### src/rtl/instr_fetch_ctrl.sv
// Instruction fetch controller: drives the instruction-memory address, buffers
// fetched words in a small in-order FIFO toward decode, and handles redirects.
module instr_fetch_ctrl #(
  parameter logic [31:0] RESET_PC  = 32'h0000_0000,
  parameter int          BUF_DEPTH = 2
) (
  input  logic        clk,
  input  logic        reset,
  output logic [31:0] imem_addr,
  input  logic [31:0] imem_instr,
  input  logic        redirect_valid,
  input  logic [31:0] redirect_pc,
  output logic        if_valid,
  output logic [31:0] if_instr,
  output logic [31:0] if_pc,
  input  logic        if_ready,
  output logic        fetch_fault
);

  localparam int PTR_W = $clog2(BUF_DEPTH);
  localparam int CNT_W = PTR_W + 1;
  localparam logic [CNT_W-1:0] DEPTH_C = CNT_W'(BUF_DEPTH);

  typedef enum logic [1:0] {
    BOOT  = 2'd0,
    RUN   = 2'd1,
    FAULT = 2'd2
  } state_t;

  state_t             state_r;
  state_t             state_s;
  logic [31:0]        fetch_pc_r;
  logic [CNT_W-1:0]   count_r;
  logic [PTR_W-1:0]   rd_ptr_r;
  logic [PTR_W-1:0]   wr_ptr_r;
  logic [31:0]        buf_pc_r    [BUF_DEPTH];
  logic [31:0]        buf_instr_r [BUF_DEPTH];
  logic               push_s;
  logic               pop_s;
  logic               misaligned_s;

  // Next-state and push/pop decisions; a redirect suppresses both push and pop.
  always_comb begin
    state_s      = state_r;
    push_s       = 1'b0;
    pop_s        = 1'b0;
    misaligned_s = (redirect_pc[1:0] != 2'b00);
    case (state_r)
      BOOT:    state_s = RUN;
      RUN:     state_s = RUN;
      FAULT:   state_s = FAULT;
      default: state_s = BOOT;
    endcase
    if (redirect_valid) begin
      state_s = misaligned_s ? FAULT : RUN;
    end else begin
      pop_s  = if_valid && if_ready;
      push_s = (state_r == RUN) && ((count_r < DEPTH_C) || pop_s);
    end
  end

  // Control state: FSM, fetch PC, FIFO pointers and occupancy.
  always_ff @(posedge clk) begin
    if (reset) begin
      state_r    <= BOOT;
      fetch_pc_r <= RESET_PC;
      count_r    <= {CNT_W{1'b0}};
      rd_ptr_r   <= {PTR_W{1'b0}};
      wr_ptr_r   <= {PTR_W{1'b0}};
    end else if (redirect_valid) begin
      state_r    <= state_s;
      fetch_pc_r <= redirect_pc;
      count_r    <= {CNT_W{1'b0}};
      rd_ptr_r   <= {PTR_W{1'b0}};
      wr_ptr_r   <= {PTR_W{1'b0}};
    end else begin
      state_r <= state_s;
      if (push_s) begin
        wr_ptr_r   <= wr_ptr_r + PTR_W'(1'b1);
        fetch_pc_r <= fetch_pc_r + 32'd4;
      end else begin
        wr_ptr_r   <= wr_ptr_r;
        fetch_pc_r <= fetch_pc_r;
      end
      if (pop_s) begin
        rd_ptr_r <= rd_ptr_r + PTR_W'(1'b1);
      end else begin
        rd_ptr_r <= rd_ptr_r;
      end
      case ({push_s, pop_s})
        2'b10:   count_r <= count_r + CNT_W'(1'b1);
        2'b01:   count_r <= count_r - CNT_W'(1'b1);
        default: count_r <= count_r;
      endcase
    end
  end

  // Buffer storage; contents are only meaningful where count covers them.
  always_ff @(posedge clk) begin
    if (push_s && !reset) begin
      buf_pc_r[wr_ptr_r]    <= fetch_pc_r;
      buf_instr_r[wr_ptr_r] <= imem_instr;
    end
  end

  assign imem_addr   = fetch_pc_r;
  assign if_valid    = (count_r != {CNT_W{1'b0}});
  // Empty buffer presents zeros rather than stale entries.
  assign if_pc       = if_valid ? buf_pc_r[rd_ptr_r]    : 32'h0000_0000;
  assign if_instr    = if_valid ? buf_instr_r[rd_ptr_r] : 32'h0000_0000;
  assign fetch_fault = (state_r == FAULT);

endmodule

### config.mk
export PLATFORM = sky130hd
export DESIGN_NAME = instr_fetch_ctrl
export DESIGN_NICKNAME = d
export VERILOG_FILES = /design/src/rtl/instr_fetch_ctrl.sv
export SDC_FILE = /design/constraint.sdc
export NUM_CORES = 1
export LEC_CHECK = 0
export CAP_MARGIN = 0
export CORE_UTILIZATION = 31
export CTS_BUF_LIST = sky130_fd_sc_hd__clkbuf_2
export DETAILED_ROUTE_END_ITERATION = 7
export GPL_TIMING_DRIVEN = 0
export RECOVER_POWER = 25
export SETUP_SLACK_MARGIN = 0.15
export SLEW_MARGIN = 25
export SYNTH_ARGS = -nofsm -noshare
export SYNTH_HDL_FRONTEND = slang
export SYNTH_SLANG_ARGS = --single-unit
### constraint.sdc
create_clock -name clk -period 9.1 [get_ports clk]
set_clock_uncertainty 0.05 [all_clocks]
set_input_delay 2.73 -clock clk [delete_from_list [all_inputs] [get_ports clk]]
set_output_delay 2.73 -clock clk [all_outputs]
set_load 0.05 [all_outputs]
# After elaboration in Yosys (flattened, before gate mapping)
# Memory sizes are Yosys's and may differ from the RTL's. A register that Yosys moved wholly into a read port is not among the register bits.
# Index checks and enable logic that the tools add are counted.
# totals
out_inout_bits,98
ramBits,128
memories,2
ff_bits,38
word_cells,45
in_bits,68
latch_bits,0
rom_bits,0
# memory_table
memory,depth,width,read_ports,rd_clocked_by_memory_dff,write_ports,line_no,rtl
buf_instr_r,2,32,1,1,1,37,logic [31:0] buf_instr_r [BUF_DEPTH];
buf_pc_r,2,32,1,1,1,36,logic [31:0] buf_pc_r [BUF_DEPTH];
# op_classes
n_div,0
shift,0
bitwise_logic,0
add_sub_neg,5
mul,0
n_lt_le_gt_ge,1
n_mux,16
n_reduce_logical,12
eq_ne,4
# ops
operator,n
$mux 32,4
$add 32x3->32 const B,1
$mux 1,8
$pmux 2 s2,2
$reduce_bool 2->1,4
$eq 2x1->1 const B,2
$eq 2x2->1 const B,2
$mux 2,2
$reduce_or 2->1,2
$logic_and 1x1->1,3
$add 1x1->1 const B,2
$add 2x1->2 const B,1
$logic_not 2->1,1
$lt 2x2->1 const B,1
$sub 2x1->2 const B,1
$logic_not 1->1,1
$logic_or 1x1->1,1

# Depth between registers and ports, before layout
# depth
ltp_word,8
depth_mapped,8

# Worst setup path after synthesis
# OpenSTA, ideal clock, no wires.
# synth_timing
path_kind,in2reg
from,in redirect_valid
to,mem buf_instr_r[0][0] (enable)
slack_ps,2131
cell_stages,5
t_arrival_ps,6432
cell_sequence,clkbuf_1 > or2_2 > clkbuf_1 > or3_1 > nor2_1
# synth_between
elab_chain_cells,4
# synth_lines
element,line_no,rtl
from (decl),11,"input logic redirect_valid,"
$mux 1,54,if (redirect_valid) begin
$logic_and 1x1->1,100,if (push_s && !reset) begin
$mux 1,100,
$mux 1 (implied by the code),102,buf_instr_r[wr_ptr_r] <= imem_instr;
to (decl),37,
# Every way passes these cells.

==> run metrics <==
global placement routability congestion=0.834; n_diodes=0; data arrival time of the critical path=3.55 ns; die area=23000 um^2; Max FO, Critical Path=10; status=completed; Yosys cell types=45; Syn Nets=595; critical path launch point type=flip-flop; Final Hold Fails=0; Synth Flop Type=edfxtp_1; Design Area, Final=9340 um^2; drt first pass iters=4; post-synthesis cell count=525; drt first-iter violations=249; Synth Area in Adders=0.361%; post-route clock period utilization=69.5%; share of layout cells above drive strength 1=7.85%; number of CTS-inserted buffers=17; cts hold-fix bufs=0; total global routing overflow=0; Least-Margin Pin Slew=0.886 ns; Area contributors post-synth=edfxtp_1 55%, dfxtp_1 11%, mux2i_1 9.7%; post-DP HPWL=12.4 mm; largest area contributor in the netlist=edfxtp_1; Slew Viols, Final=0; kind of critical path=flip-flop to output pin; relative slew slack=40.9%; vias in the first global route=4846; IO Pins=166; Die H=152 um; pwr/cell area=152 nW/um^2; Antenna Violating Nets Remaining=0; commonest non-fill, non-tap cell in the layout=clkdlybuf4s50_1; Core Footprint=21900 um^2; routed len/inst=16.8 um; Compound-Gate Fraction of Synth Area=3.88%; Worst EP required=6.32 ns; R2R Setup Slk=6.71 ns; initial antenna violation count=0; DIE WIDTH=152 um; RSZ-0062 raised after global routing=false; Seq/Total Area, Yosys=66.7%; layout net count=783; input/output buffers=163; Filler cells=2061; DP Area=9100 um^2; mux cell area share after synthesis=9.67%; endpoints failing setup=0; Clock Pin Slew Worst Setup and Hold Paths=0.23 ns; crit-path cells=clkbuf_1, clkbuf_1, mux2i_1, nor2_1, clkdlybuf4s50_1; Row Count=54; HP Class=flip-flop to flip-flop; Synth Cell Area=6940 um^2; YS warnings=0; CTS HTree Levels=4; Peak VDD IR=58.5 uV; Starting Density=31.7%; Avg Cell Area, Syn=13.2 um^2; Clock Path Buffers=2; root buf cell=clkbuf_2; Synth Area in XOR/XNOR=3.66%; Most common cell on crit path=clkbuf_1; slowest cell on the critical path=clkdlybuf4s50_1; Tmin final=6.33 ns; global-route wire length before repair=26.1 mm; drt drc=0; detailed-route via count=4761; CP endpoint kind=output pin; Post-synth EDFFs=128; Max-Cap Viols=0; Resize count post-CTS=0; Synth top area share=55.4%; CTS tree=yes; Via density=4.73; LEAKAGE=2.92 nW; Area Overhead vs Synth=34.6%; largest family of logic cells by synthesized area=simple AND/OR/NAND/NOR gates; most frequent cells in the layout=144 x clkdlybuf4s50_1, 128 x edfxtp_1, 101 x nor2_1; CP peak stage delay=0.87 ns; largest net degree at the start of global routing=23; Post-synth ARST share=0%; Peak Freq=0.158 GHz; Tot GR Track Use=15.3%; setup_tns=0 ns; post-CTS setup buffer count=0; synthesized flop and latch total=167; Post-Synth Simple-Gate Area=13.7%; clk sinks=167; worst skew pair latency=0.72 ns; final WL=16.9 mm
-- where the power goes --
part	switching [W]	total [W]	internal [W]
Sequential	0.0000214	0.000859	0.000837
Combinational	0.0000956	0.000161	0.0000656
Clock	0.000263	0.000395	0.000132
-- synthesized netlist by cell type, drive strengths merged, types with 3 or more instances --
cell    number
nand3        7
nor4         7
or3          5
mux2i       67
o22ai        5
nor2       103
o21ai        5
nand4       11
a21oi        5
a311oi       4
dfxtp       39
edfxtp     128
nor3         7
nand2       27
and2         3
inv          8
buf          9
xnor2       17
a211oi      17
clkbuf      18
xor2        12
-- stage by stage --
step                      util [%]  hold slack [ns]  setup slack, ns  instances  power (W)
after global placement        40.7            0.441            0.243        968    0.00103
after detailed placement      41.6            0.439             3.54        974    0.00104
after CTS                     42.6            0.481             2.64       1006    0.00144
after global routing          42.6            0.494             2.48       1006    0.00148
final                         42.6            0.479             2.77       1006    0.00142
after floorplan                  -            0.422             2.13        525   0.000958
-- worst paths after layout --
| check | startpoint | end | cells after the start |
|---|---|---|---|
| worst max-delay path | flip-flop | if_pc[29] | 5 |
| worst min-delay path | imem_addr[1] | buf_pc_r[0][1] | 0 |
| worst max register to register | count_r[1] | buf_instr_r[1][30] | 5 |
| worst min register to register | imem_addr[1] | buf_pc_r[0][1] | 0 |
-- worst max-delay path, delay by kind of cell, from the launching register on --
| kind | cells | cell delay, ns |
|---|---|---|
| mux | 1 | 0.17 |
| flops | 1 | 0.36 |
| simple gates | 1 | 0.13 |
| buf+inv | 3 | 2.18 |
-- final cells by class --
| class | instances | area [um^2] | share of cell area, % |
|---|---|---|---|
| Tap cell | 280 | 350 | 3.75 |
| Inverter | 8 | 30.0 | 0.322 |
| Clock inverter | 13 | 144 | 1.54 |
| Clock buffer | 19 | 95.1 | 1.02 |
| Buffer | 27 | 109 | 1.17 |
| Sequential cell | 167 | 4620 | 49.5 |
| Timing Repair Buffer | 169 | 1800 | 19.2 |
| Multi-Input combinational cell | 323 | 2190 | 23.4 |
-- sequential cells by signal, summed over array words and instances (netlist names), named ones only --
signal and flops:
buf_instr_r 64, buf_pc_r 64, count_r 2, imem_addr 32, rd_ptr_r 1, state_r 2, wr_ptr_r 1
-- routing by layer --
metal / up-vias / global-route usage (%) / wire [um]
met5: - / 0 / 0
met4: 0 / 5.05 / 355
met3: 31 / 4.16 / 1020
met2: 159 / 26.3 / 8350
met1: 2285 / 18.5 / 7180
li1: 2286 / - / -
-- logic make-up after synthesis --
family,count (synthesis)
muxes,67
and+or+nand+nor,186
adders and majority gates,2
buffers and inverters,35
DFF,167
xor gates and xnor gates,29
AOI/OAI and AO/OA,39
Note: power is estimated with default switching activity, not from simulation.
